--- src/rtl/deser_pkg.sv ---
// ----------------------------------------------------------------------------
// deser_pkg
//   Shared types and constants for the serial word deserializer.
//   - bit_order_t : per-word bit order (MSB-first / LSB-first)
//   - cnt_width() : width of a counter that indexes 0..w-1, never below 1 bit
// ----------------------------------------------------------------------------
package deser_pkg;

  typedef enum logic {
    MSB_FIRST = 1'b0,
    LSB_FIRST = 1'b1
  } bit_order_t;

  // $clog2(2) is 1, but $clog2(1) would be 0; clamp so the counter always
  // has at least one bit.
  function automatic int cnt_width(input int w);
    if (w <= 2) begin
      return 1;
    end
    return $clog2(w);
  endfunction

endpackage

--- src/rtl/serial_word_deserializer_bit_reverse.sv ---
// ----------------------------------------------------------------------------
// bit_reverse
//   Purely combinational bit-order swap: out_o[i] = in_i[DATA_WIDTH-1-i].
//   Ports:
//     in_i  [DATA_WIDTH-1:0]  word as assembled MSB-first
//     out_o [DATA_WIDTH-1:0]  the same word with its bit order reversed
// ----------------------------------------------------------------------------
module bit_reverse #(
  parameter int DATA_WIDTH = 32
) (
  input  logic [DATA_WIDTH-1:0] in_i,
  output logic [DATA_WIDTH-1:0] out_o
);

  always_comb begin
    out_o = '0;
    for (int i = 0; i < DATA_WIDTH; i++) begin
      out_o[i] = in_i[DATA_WIDTH-1-i];
    end
  end

endmodule

--- src/rtl/serial_word_deserializer.sv ---
// ----------------------------------------------------------------------------
// serial_word_deserializer
//   Assembles a 1-bit serial stream into DATA_WIDTH-bit words. The bit order
//   (MSB-first or LSB-first) is latched from lsb_first on the first bit of each
//   word. Completed words sit in a one-entry output register drained through a
//   valid/ready handshake.
//
//   Handshake rules (both sides): a transfer happens on a rising clk edge where
//   valid && ready are both high. The sender holds its data stable while valid
//   is high and ready is low. Here din_ready only drops while the final bit of
//   a word is pending and the output register is still occupied.
//
//   Ports:
//     clk         rising-edge clock
//     resetn      synchronous active-low reset
//     din         serial data bit
//     din_valid   din carries a bit this cycle
//     din_ready   block accepts din this cycle (combinational)
//     lsb_first   bit order for the word being started (1 = LSB-first)
//     dout        assembled word (registered)
//     dout_valid  dout holds an unconsumed word (registered)
//     dout_ready  downstream consumes dout this cycle
// ----------------------------------------------------------------------------
module serial_word_deserializer
  import deser_pkg::*;
#(
  parameter int DATA_WIDTH = 32
) (
  input  logic                  clk,
  input  logic                  resetn,
  input  logic                  din,
  input  logic                  din_valid,
  output logic                  din_ready,
  input  logic                  lsb_first,
  output logic [DATA_WIDTH-1:0] dout,
  output logic                  dout_valid,
  input  logic                  dout_ready
);

  localparam int            CW       = cnt_width(DATA_WIDTH);
  localparam logic [CW-1:0] CNT_LAST = CW'(DATA_WIDTH - 1);

  logic [DATA_WIDTH-1:0] sr_q, sr_d;
  logic [CW-1:0]         cnt_q, cnt_d;
  bit_order_t            order_q, order_d;
  logic [DATA_WIDTH-1:0] dout_q, dout_d;
  logic                  dout_valid_q, dout_valid_d;

  logic                  accept;
  logic                  drain;
  logic                  at_last;
  logic                  complete;
  logic [DATA_WIDTH-1:0] word_raw;
  logic [DATA_WIDTH-1:0] word_rev;
  logic [DATA_WIDTH-1:0] word_final;

  assign at_last = (cnt_q == CNT_LAST);
  assign drain   = dout_valid_q && dout_ready;

  // Only the final bit of a word can be blocked, and only when the output
  // register is full and not draining this very cycle. The dout_ready term
  // gives a combinational path to din_ready so a stalled final bit is taken
  // in the same cycle the pending word drains.
  assign din_ready = !(at_last && dout_valid_q && !dout_ready);
  assign accept    = din_valid && din_ready;
  assign complete  = accept && at_last;

  // Word as it would look after this cycle's shift; the first-received bit
  // lands in the MSB.
  assign word_raw = {sr_q[DATA_WIDTH-2:0], din};

  bit_reverse #(
    .DATA_WIDTH(DATA_WIDTH)
  ) u_bit_reverse (
    .in_i (word_raw),
    .out_o(word_rev)
  );

  // order_q was captured on the word's first bit; DATA_WIDTH >= 2 guarantees
  // that happened in an earlier cycle than the completing bit.
  assign word_final = (order_q == LSB_FIRST) ? word_rev : word_raw;

  always_comb begin
    sr_d         = sr_q;
    cnt_d        = cnt_q;
    order_d      = order_q;
    dout_d       = dout_q;
    dout_valid_d = dout_valid_q;

    if (accept) begin
      sr_d = word_raw;
      if (at_last) begin
        cnt_d = '0;
      end else begin
        cnt_d = cnt_q + CW'(1);
      end
      if (cnt_q == '0) begin
        order_d = bit_order_t'(lsb_first);
      end
    end

    // A completion in the same cycle as a drain simply replaces the word,
    // keeping dout_valid high.
    if (complete) begin
      dout_d       = word_final;
      dout_valid_d = 1'b1;
    end else if (drain) begin
      dout_valid_d = 1'b0;
    end
  end

  always_ff @(posedge clk) begin
    if (!resetn) begin
      sr_q         <= '0;
      cnt_q        <= '0;
      order_q      <= MSB_FIRST;
      dout_q       <= '0;
      dout_valid_q <= 1'b0;
    end else begin
      sr_q         <= sr_d;
      cnt_q        <= cnt_d;
      order_q      <= order_d;
      dout_q       <= dout_d;
      dout_valid_q <= dout_valid_d;
    end
  end

  assign dout       = dout_q;
  assign dout_valid = dout_valid_q;

endmodule
--- config.mk ---
export PLATFORM = sky130hd
export DESIGN_NAME = serial_word_deserializer
export DESIGN_NICKNAME = d
export VERILOG_FILES = /design/src/rtl/deser_pkg.sv /design/src/rtl/serial_word_deserializer_bit_reverse.sv /design/src/rtl/serial_word_deserializer.sv
export SDC_FILE = /design/constraint.sdc
export NUM_CORES = 1
export LEC_CHECK = 0
export CORE_MARGIN = 1.5
export CORE_UTILIZATION = 40
export CTS_BUF_LIST = sky130_fd_sc_hd__clkbuf_16
export DETAILED_ROUTE_END_ITERATION = 8
export PLACE_DENSITY = 0.62
export SYNTH_ARGS = -nofsm -noshare
export SYNTH_HDL_FRONTEND = slang
export SYNTH_SLANG_ARGS = --single-unit
--- constraint.sdc ---
create_clock -name clk -period 3.8 [get_ports clk]
set_clock_uncertainty 0.2 [all_clocks]
set_input_delay 0.76 -clock clk [delete_from_list [all_inputs] [get_ports clk]]
set_output_delay 0.76 -clock clk [all_outputs]
set_load 0.02 [all_outputs]
* Yosys cells after proc, flatten, opt, wreduce, memory -nomap -nowiden
Cells that the tools add are included.
** Word-level totals
- Input port bits :: 6
- Flip-flop bits (word level) :: 70
- Word-level logic and storage cells :: 21
- Output and inout bits :: 34
** Cells by class
- Mux-type cells :: 4
- Eq/ne operators :: 1
- Add/subtract/negate cells :: 1
- Reduce and logical (&&, ||, !) cells :: 10
** Operator list (number)
- 2-to-1 mux 32 bit :: 1
- adder 5 x 1 -> 5 bit (second input constant) :: 1
- equality test 5 bit (second input constant) :: 1
- logical AND 1 bit :: 5
- logical NOT 5 bit :: 1
- 2-to-1 mux 5 bit :: 1
- logical NOT 1 bit :: 2
- 2-to-1 mux 1 bit :: 2
- AND reduction 2 bit :: 1
- nonzero test 2 bit :: 1

* Depth between registers and ports, before layout
Gate-level depths: netlist of run 1.
- Depth after elaboration :: 7
- Depth in mapped cells :: 9
- Depth with buffers taken out :: 7

* Hierarchy
A second synthesis of run 1 with hierarchy kept.
** Unflattened totals
- Cells, all modules :: 366
- Area total of the unflattened synthesis :: 3434.5 µm²
** By module, submodules not included
- serial_word_deserializer :: instances 1, seq. area each 1401.3 µm², area an instance 3194.3 µm², cells an instance 334
- bit_reverse :: instances 1, seq. area each 0.0 µm², area an instance 240.2 µm², cells an instance 32

* Worst setup path before layout of run 1
OpenSTA, ideal clock, no wires.
- Kind :: register to output
- Start :: register cnt_q[0]
- End :: output din_ready
- Buffers on the path :: 2
- Cell stages (with the launch flop) :: 8
- Path slack :: 1.327 ns
- Data arrival time :: 1.513 ns
- Required time :: 2.840 ns
- Path through :: dfxtp_1 > ha_1 > and3_1 > ha_1 > and3b_1 > buf_4 > inv_4 > buf_4
** On the way
- Cells in the longest elaborated chain, start to end :: 4
** Ends and longest elaborated chain
- start: declaration :: line serial_word_deserializer.sv:44 : logic [CW-1:0] cnt_q, cnt_d;
- start signal: assignment :: line serial_word_deserializer.sv:121 : cnt_q <= cnt_d;
- equality test 5 bit :: line serial_word_deserializer.sv:57 : assign at_last = (cnt_q == CNT_LAST);
- logical AND 1 bit (2 in a row) :: line serial_word_deserializer.sv:64 : assign din_ready = !(at_last && dout_valid_q && !dout_ready);
- logical NOT 1 bit :: line serial_word_deserializer.sv:64
- end: declaration :: line serial_word_deserializer.sv:33 : output logic din_ready,
Every way passes these cells.

* Worst setup path after layout of run 1
Ends and elaborated chain as after synthesis.

==> metrics.md, run 1 <==
| Metric | Value |
|---|---|
| Clock sink count | `70` |
| Number of I/O pins | `40` |
| Main combinational cell family by area after synthesis | `compound AO/OA/AOI/OAI gates` |
| Crit end category | `primary output` |
| RSZ-0062 raised after global routing | `no` |
| GRT Overall Usage | `17.79%` |
| Post-Synth Simple-Gate Area | `8.183%` |
| Number of global-route vias before repair | `2330` |
| Power Total | `1.692 mW` |
| Yosys cell types | `29` |
| Initial Utilization | `41.35%` |
| CP max FO | `7` |
| RePlAce Congestion | `0.7134` |
| Setup violators final | `0` |
| Worst setup margin | `0.5803 ns` |
| Compound-Gate Fraction of Synth Area | `29.13%` |
| Leakage | `1.163 nW` |
| WS Path Type | `register to primary output` |
| H-tree Lvls | `3` |
| Layout cell share with drive strength beyond 1 | `15.88%` |
| Routed WL | `7208 um` |
| Max Freq | `310.6 MHz` |
| Cts bufs inserted | `9` |
| Post-Syn Nets | `343` |
| Die width | `92.38 um` |
| Post-synthesis xor/xnor area fraction | `0%` |
| Worst Tran Pin Value | `0.9989 ns` |
| CTS max path bufs | `2` |
| DRT Pass-1 Iters | `4` |
| Synthesized-area fraction occupied by adder cells | `1.175%` |
| Nets | `363` |
| Initial antenna violation count | `0` |
| Postcts setup bufs | `0` |
| Via count | `2557` |
| Worst slew margin | `33.41%` |
| HP Class | `register to register` |
| Core ar. | `0.007727 mm^2` |
| Routed len/inst | `15.64 um` |
| Vias per cell | `5.547` |
| ANT nets after route | `0` |
| Synth Flop Type | `dfxtp_1` |
| Mux share of post-synthesis cell area | `10.34%` |
| Root buffer selected by CTS | `clkbuf_16` |
| First-pass GRT wire length | `12020 um` |
| Grt ovf | `0` |
| IO Port Bufs | `39` |
| Yosys warnings | `0` |
| Final period utilization | `84.73%` |
| Worst path required time | `2.84 ns` |
| EDFF count, synth | `0` |
| Syn Area/Cell | `9.568 um^2` |
| Status | `finished, final reports clean` |
| Final hold vios | `0` |
| Setup Slack @ Placement | `0.7067 ns` |
| Seq/Total Area, Yosys | `43.85%` |
| Post-DP HPWL | `4182 um` |
| Pwr per Cell Area | `437.4 mW/mm^2` |
| ANT cells | `0` |
| Synth Instances | `334` |
| Crit path DAT | `2.26 ns` |
| Max Cap Viol | `0` |
| Synth async-reset ratio | `0%` |
| Minimum period implied by the final worst setup slack | `3.220 ns` |
| Setup TNS | `0 ns` |
| Die span in y | `92.38 um` |
| Max-slew violations | `0` |
| DRT iter0 DRCs | `169` |
| Post-CTS Resized | `0` |
| Largest net degree at the start of global routing | `39` |
| TritonCTS clock tree | `built` |
| Synthesized flop and latch total | `70` |
| DRC viols | `0` |
| Clock transition at path regs | `0.06 ns` |
| Max VDD drop | `0.2416 mV` |
| Worst skew pair latency | `0.33 ns` |
| Worst hold slack | `0.2946 ns` |
| Layout area overhead | `21.06%` |
| Row count | `32` |
| Hold buffers post-CTS | `0` |
| Area of the mapped netlist | `0.003196 mm^2` |
| Crit start category | `register` |
| Full die area | `0.008534 mm^2` |
## cells in the mapped netlist (3+ instances only)
| library cell | n | area, um^2 |
|---|---|---|
| dfxtp_1 | 70 | 1401 |
| a21oi_1 | 68 | 340.3 |
| nand3_1 | 35 | 175.2 |
| o21ai_1 | 34 | 170.2 |
| mux2i_1 | 33 | 330.3 |
| a211oi_2 | 30 | 375.4 |
| clkbuf_1 | 12 | 45.04 |
| buf_2 | 11 | 55.05 |
| buf_4 | 6 | 45.04 |
| buf_6 | 5 | 56.30 |
| nand2_1 | 4 | 15.01 |
| buf_1 | 3 | 11.26 |
| ha_1 | 3 | 37.54 |
| inv_1 | 3 | 11.26 |
## kinds of logic (layout without fill, tap and decap cells)
| kind of cell | after synthesis | in the layout |
|---|---|---|
| AOI/OAI and AO/OA | 138 | 138 |
| DFF | 70 | 70 |
| and+or+nand+nor | 48 | 48 |
| buffers and inverters | 42 | 67 |
| muxes | 33 | 33 |
| adders and majority gates | 3 | 3 |
## state kept, by name, indices dropped and copies added, names as in the netlist
| signal | count |
|---|---|
| order_q | 1 |
| dout | 32 |
| dout_valid | 1 |
| cnt_q | 5 |
| sr_q | 31 |
## final timing paths
path         slack (ns)             startpoint               endpoint  cells after the start
max reg2reg        1.22  cnt_q[1]$_SDFFE_PN0P_  dout[31]$_SDFFE_PN0P_                      6
max                0.58  cnt_q[0]$_SDFFE_PN0P_              din_ready                      6
min                0.29  sr_q[21]$_SDFFE_PN0P_  sr_q[22]$_SDFFE_PN0P_                      2
min reg2reg        0.29  sr_q[21]$_SDFFE_PN0P_  sr_q[22]$_SDFFE_PN0P_                      2
## stage by stage
step / std cells / instance area (um^2) / util, %
4_1_cts: 461 / 3869 / 50.06
3_3_place_gp: 445 / 3555 / 46.00
6_report: 461 / 3869 / 50.06
3_5_place_dp: 445 / 3555 / 46.00
5_1_grt: 461 / 3869 / 50.06
2_1_floorplan: 334 / 3196 / -
## placed cells by master, fill, tap and decap left out, types with 2 or more instances in the layout
| master | n |
|---|---|
| clkinv_2 | 2 |
| nand3_1 | 35 |
| clkdlybuf4s50_1 | 39 |
| buf_4 | 7 |
| bufinv_16 | 2 |
| dfxtp_1 | 69 |
| mux2i_1 | 33 |
| ha_1 | 3 |
| o21ai_1 | 34 |
| and2_4 | 2 |
| a211oi_2 | 30 |
| clkbuf_16 | 9 |
| clkinvlp_4 | 2 |
| nand2_1 | 4 |
| a21oi_1 | 68 |
| inv_1 | 3 |
| a211oi_1 | 2 |
## per-layer routing
layer / track usage, % / vias to the layer above / share of wire [%]
met5: 0 / - / 0
met3: 4.105 / 7 / 3.5
li1: - / 1273 / -
met2: 24.02 / 52 / 42
met1: 26.69 / 1225 / 53
met4: 7.308 / 0 / 1.5
## power breakdown
part	switching, mW	internal, mW
logic	0.0352	0.0243
registers	0.0153	0.738
clock network	0.311	0.569
total	0.361	1.33
## critical path: stages (launching register included)
cell and delay [ns]:
dfxtp_1 0.34, ha_1 0.24, and3_1 0.19, ha_1 0.26
and3b_1 0.24, inv_4 0.07, clkdlybuf4s50_1 0.59
## cell type report
cell class	count	area (um^2)
Fill cell	726	3859
Clock inverter	7	88.84
Clock buffer	9	225.2
Tap cell	102	127.6
Sequential cell	70	1403
Inverter	5	21.27
Multi-Input combinational cell	222	1560
Timing Repair Buffer	46	442.9
Note: power is estimated with default switching activity, not from simulation.
==> run 2: changes to the inputs <==
Settings changed: PLACE_DENSITY 0.62 to 0.64.
Clock period 3.8 ns to 2.9 ns, I/O delays scaled along.
==> run 2 against run 1 <==
Against the previous run:
- highest routed layer unchanged
- clock power grew 40%
- sequential power grew 30%
- sequential share of layout area shrank 0.60 points
==> metrics.md, run 2 (synthesis gave the netlist of run 1 again) <==
| Metric | Value |
|---|---|
| Largest stage delay, worst path | `0.34 ns` |
| Status | `finished, final reports clean` |
| First-pass GRT wire length | `12470 um` |
| Postcts setup bufs | `0` |
| CP max FO | `5` |
| Final Core Density | `50.91%` |
| Pwr per Cell Area | `584.7 mW/mm^2` |
| WS Path Type | `register to primary output` |
| Worst Tran Pin Value | `0.5470 ns` |
| Crit end category | `primary output` |
| DRT iter0 DRCs | `175` |
| Post-route cell area | `0.003934 mm^2` |
| Root buffer selected by CTS | `clkbuf_16` |
| DRT Pass-1 Iters | `5` |
| Worst path required time | `2.12 ns` |
| Initial Utilization | `41.35%` |
| CTS max path bufs | `2` |
| Layout area overhead | `23.10%` |
| Largest net degree at the start of global routing | `69` |
| Minimum period implied by the final worst setup slack | `2.637 ns` |
| Number of I/O pins | `40` |
| CP max stage cell | `dfxtp_1` |
| Nets | `367` |
| Final hold vios | `0` |
| Family with the most delay on the worst path | `adder cells` |
| Vias per cell | `5.516` |
| HP Class | `register to register` |
| Clock sink count | `70` |
| Hold buffers post-CTS | `0` |
| Max Cap Viol | `0` |
| Worst setup margin | `0.2625 ns` |
| Number of global-route vias before repair | `2466` |
| Routed len/inst | `15.81 um` |
| DRC viols | `0` |
| Crit start category | `register` |
| Worst skew pair latency | `0.33 ns` |
| Dpl cell area | `0.003597 mm^2` |
| Setup TNS | `0 ns` |
| Grt ovf | `0` |
| Max reg flops | `32` |
| Routed WL | `7352 um` |
| Die width | `92.38 um` |
| Core ar. | `0.007727 mm^2` |
| RePlAce Congestion | `0.8038` |
| ANT cells | `0` |
| Most frequent cells in the layout | `dfxtp_1, a21oi_1, clkdlybuf4s50_1, nand3_1, o21ai_1` |
| Clock transition at path regs | `0.05 ns` |
| Post-DP HPWL | `4489 um` |
| RSZ-0062 raised after global routing | `no` |
| Setup Slack @ Placement | `0.1468 ns` |
| ANT nets after route | `0` |
| Leakage | `1.194 nW` |
| Full die area | `0.008534 mm^2` |
| Via count | `2565` |
| H-tree Lvls | `3` |
| Max Freq | `379.2 MHz` |
| Setup violators final | `0` |
| Crit-path most repeated cell | `ha_1` |
| Worst path cell trace | `ha_1 -> and3_1 -> ha_1 -> and3b_1 -> inv_4 -> dlygate4sd2_1` |
| TritonCTS clock tree | `built` |
| IO Port Bufs | `39` |
| Final period utilization | `90.95%` |
| Initial antenna violation count | `0` |
| GRT Overall Usage | `18.55%` |
| Worst slew margin | `63.53%` |
| Power Total | `2.300 mW` |
| Max-slew violations | `0` |
| Die span in y | `92.38 um` |
| Commonest non-fill, non-tap cell in the layout | `dfxtp_1` |
| Crit path DAT | `1.86 ns` |
| Row count | `32` |
| Max VDD drop | `0.2782 mV` |
| Layout cell share with drive strength beyond 1 | `16.53%` |
| Worst Path Buf+Inv | `2` |
| Cts bufs inserted | `9` |
==> run 2: cell count changes in the layout (fill, tap and decap cells not counted) <==
cell / previous run / this run
buf_4: 7 / 10
clkinv_2: 2 / 0
buf_12: 0 / 1
bufinv_16: 2 / 3
clkdlybuf4s50_1: 39 / 38
clkinv_1: 1 / 2
dlygate4sd2_1: 0 / 1
==> run 2: metal layers <==
metal / vias up / wire [um] / track usage, %
met5: - / 0 / 0
met4: 0 / 132 / 8.462
met3: 9 / 301 / 3.120
met2: 69 / 3289 / 27.88
met1: 1212 / 3629 / 25.85
li1: 1275 / - / -
==> run 2: worst paths after layout <==
kind / cells after the start / to / slack (ns) / start
min: 2 / sr_q[30]$_SDFFE_PN0P_ / 0.29 / sr_q[29]$_SDFFE_PN0P_
max reg2reg: 7 / dout[31]$_SDFFE_PN0P_ / 0.57 / cnt_q[1]$_SDFFE_PN0P_
min reg2reg: 2 / sr_q[30]$_SDFFE_PN0P_ / 0.29 / sr_q[29]$_SDFFE_PN0P_
max: 6 / din_ready / 0.26 / cnt_q[0]$_SDFFE_PN0P_
==> run 2: area by class of cell <==
class,count,area (um^2)
fillers,720,3794
multi-input cells,222,1560
flip-flops and latches,70,1403
repair buffers,50,484.2
clock buffers,9,225.2
well taps,102,127.6
clock inverters,7,112.6
inverters,5,21.27
==> run 2: worst min-delay path: stages (launching register included) <==
cell     delay, ns
dfxtp_1       0.32
nand3_1       0.07
a21oi_1       0.05
==> run 2: timing repair <==
action | 4_1_cts | 5_1_grt
hold endpoints to repair | 0 | 0
setup endpoints to repair | 1 | 0
resized for setup | 1 | 0
==> run 2: power by group <==
group | internal, mW | switching (mW) | total [mW]
clock | 0.833 | 0.400 | 1.23
combinational | 0.0337 | 0.0575 | 0.0912
sequential | 0.967 | 0.00902 | 0.976
==> run 2: metrics by stage <==
stage	cells	hold slack, ns
global placement	449	0.2781
floorplan	334	0.2647
global route	465	0.3165
finish	465	0.2917
detailed placement	449	0.2822
CTS	465	0.2897
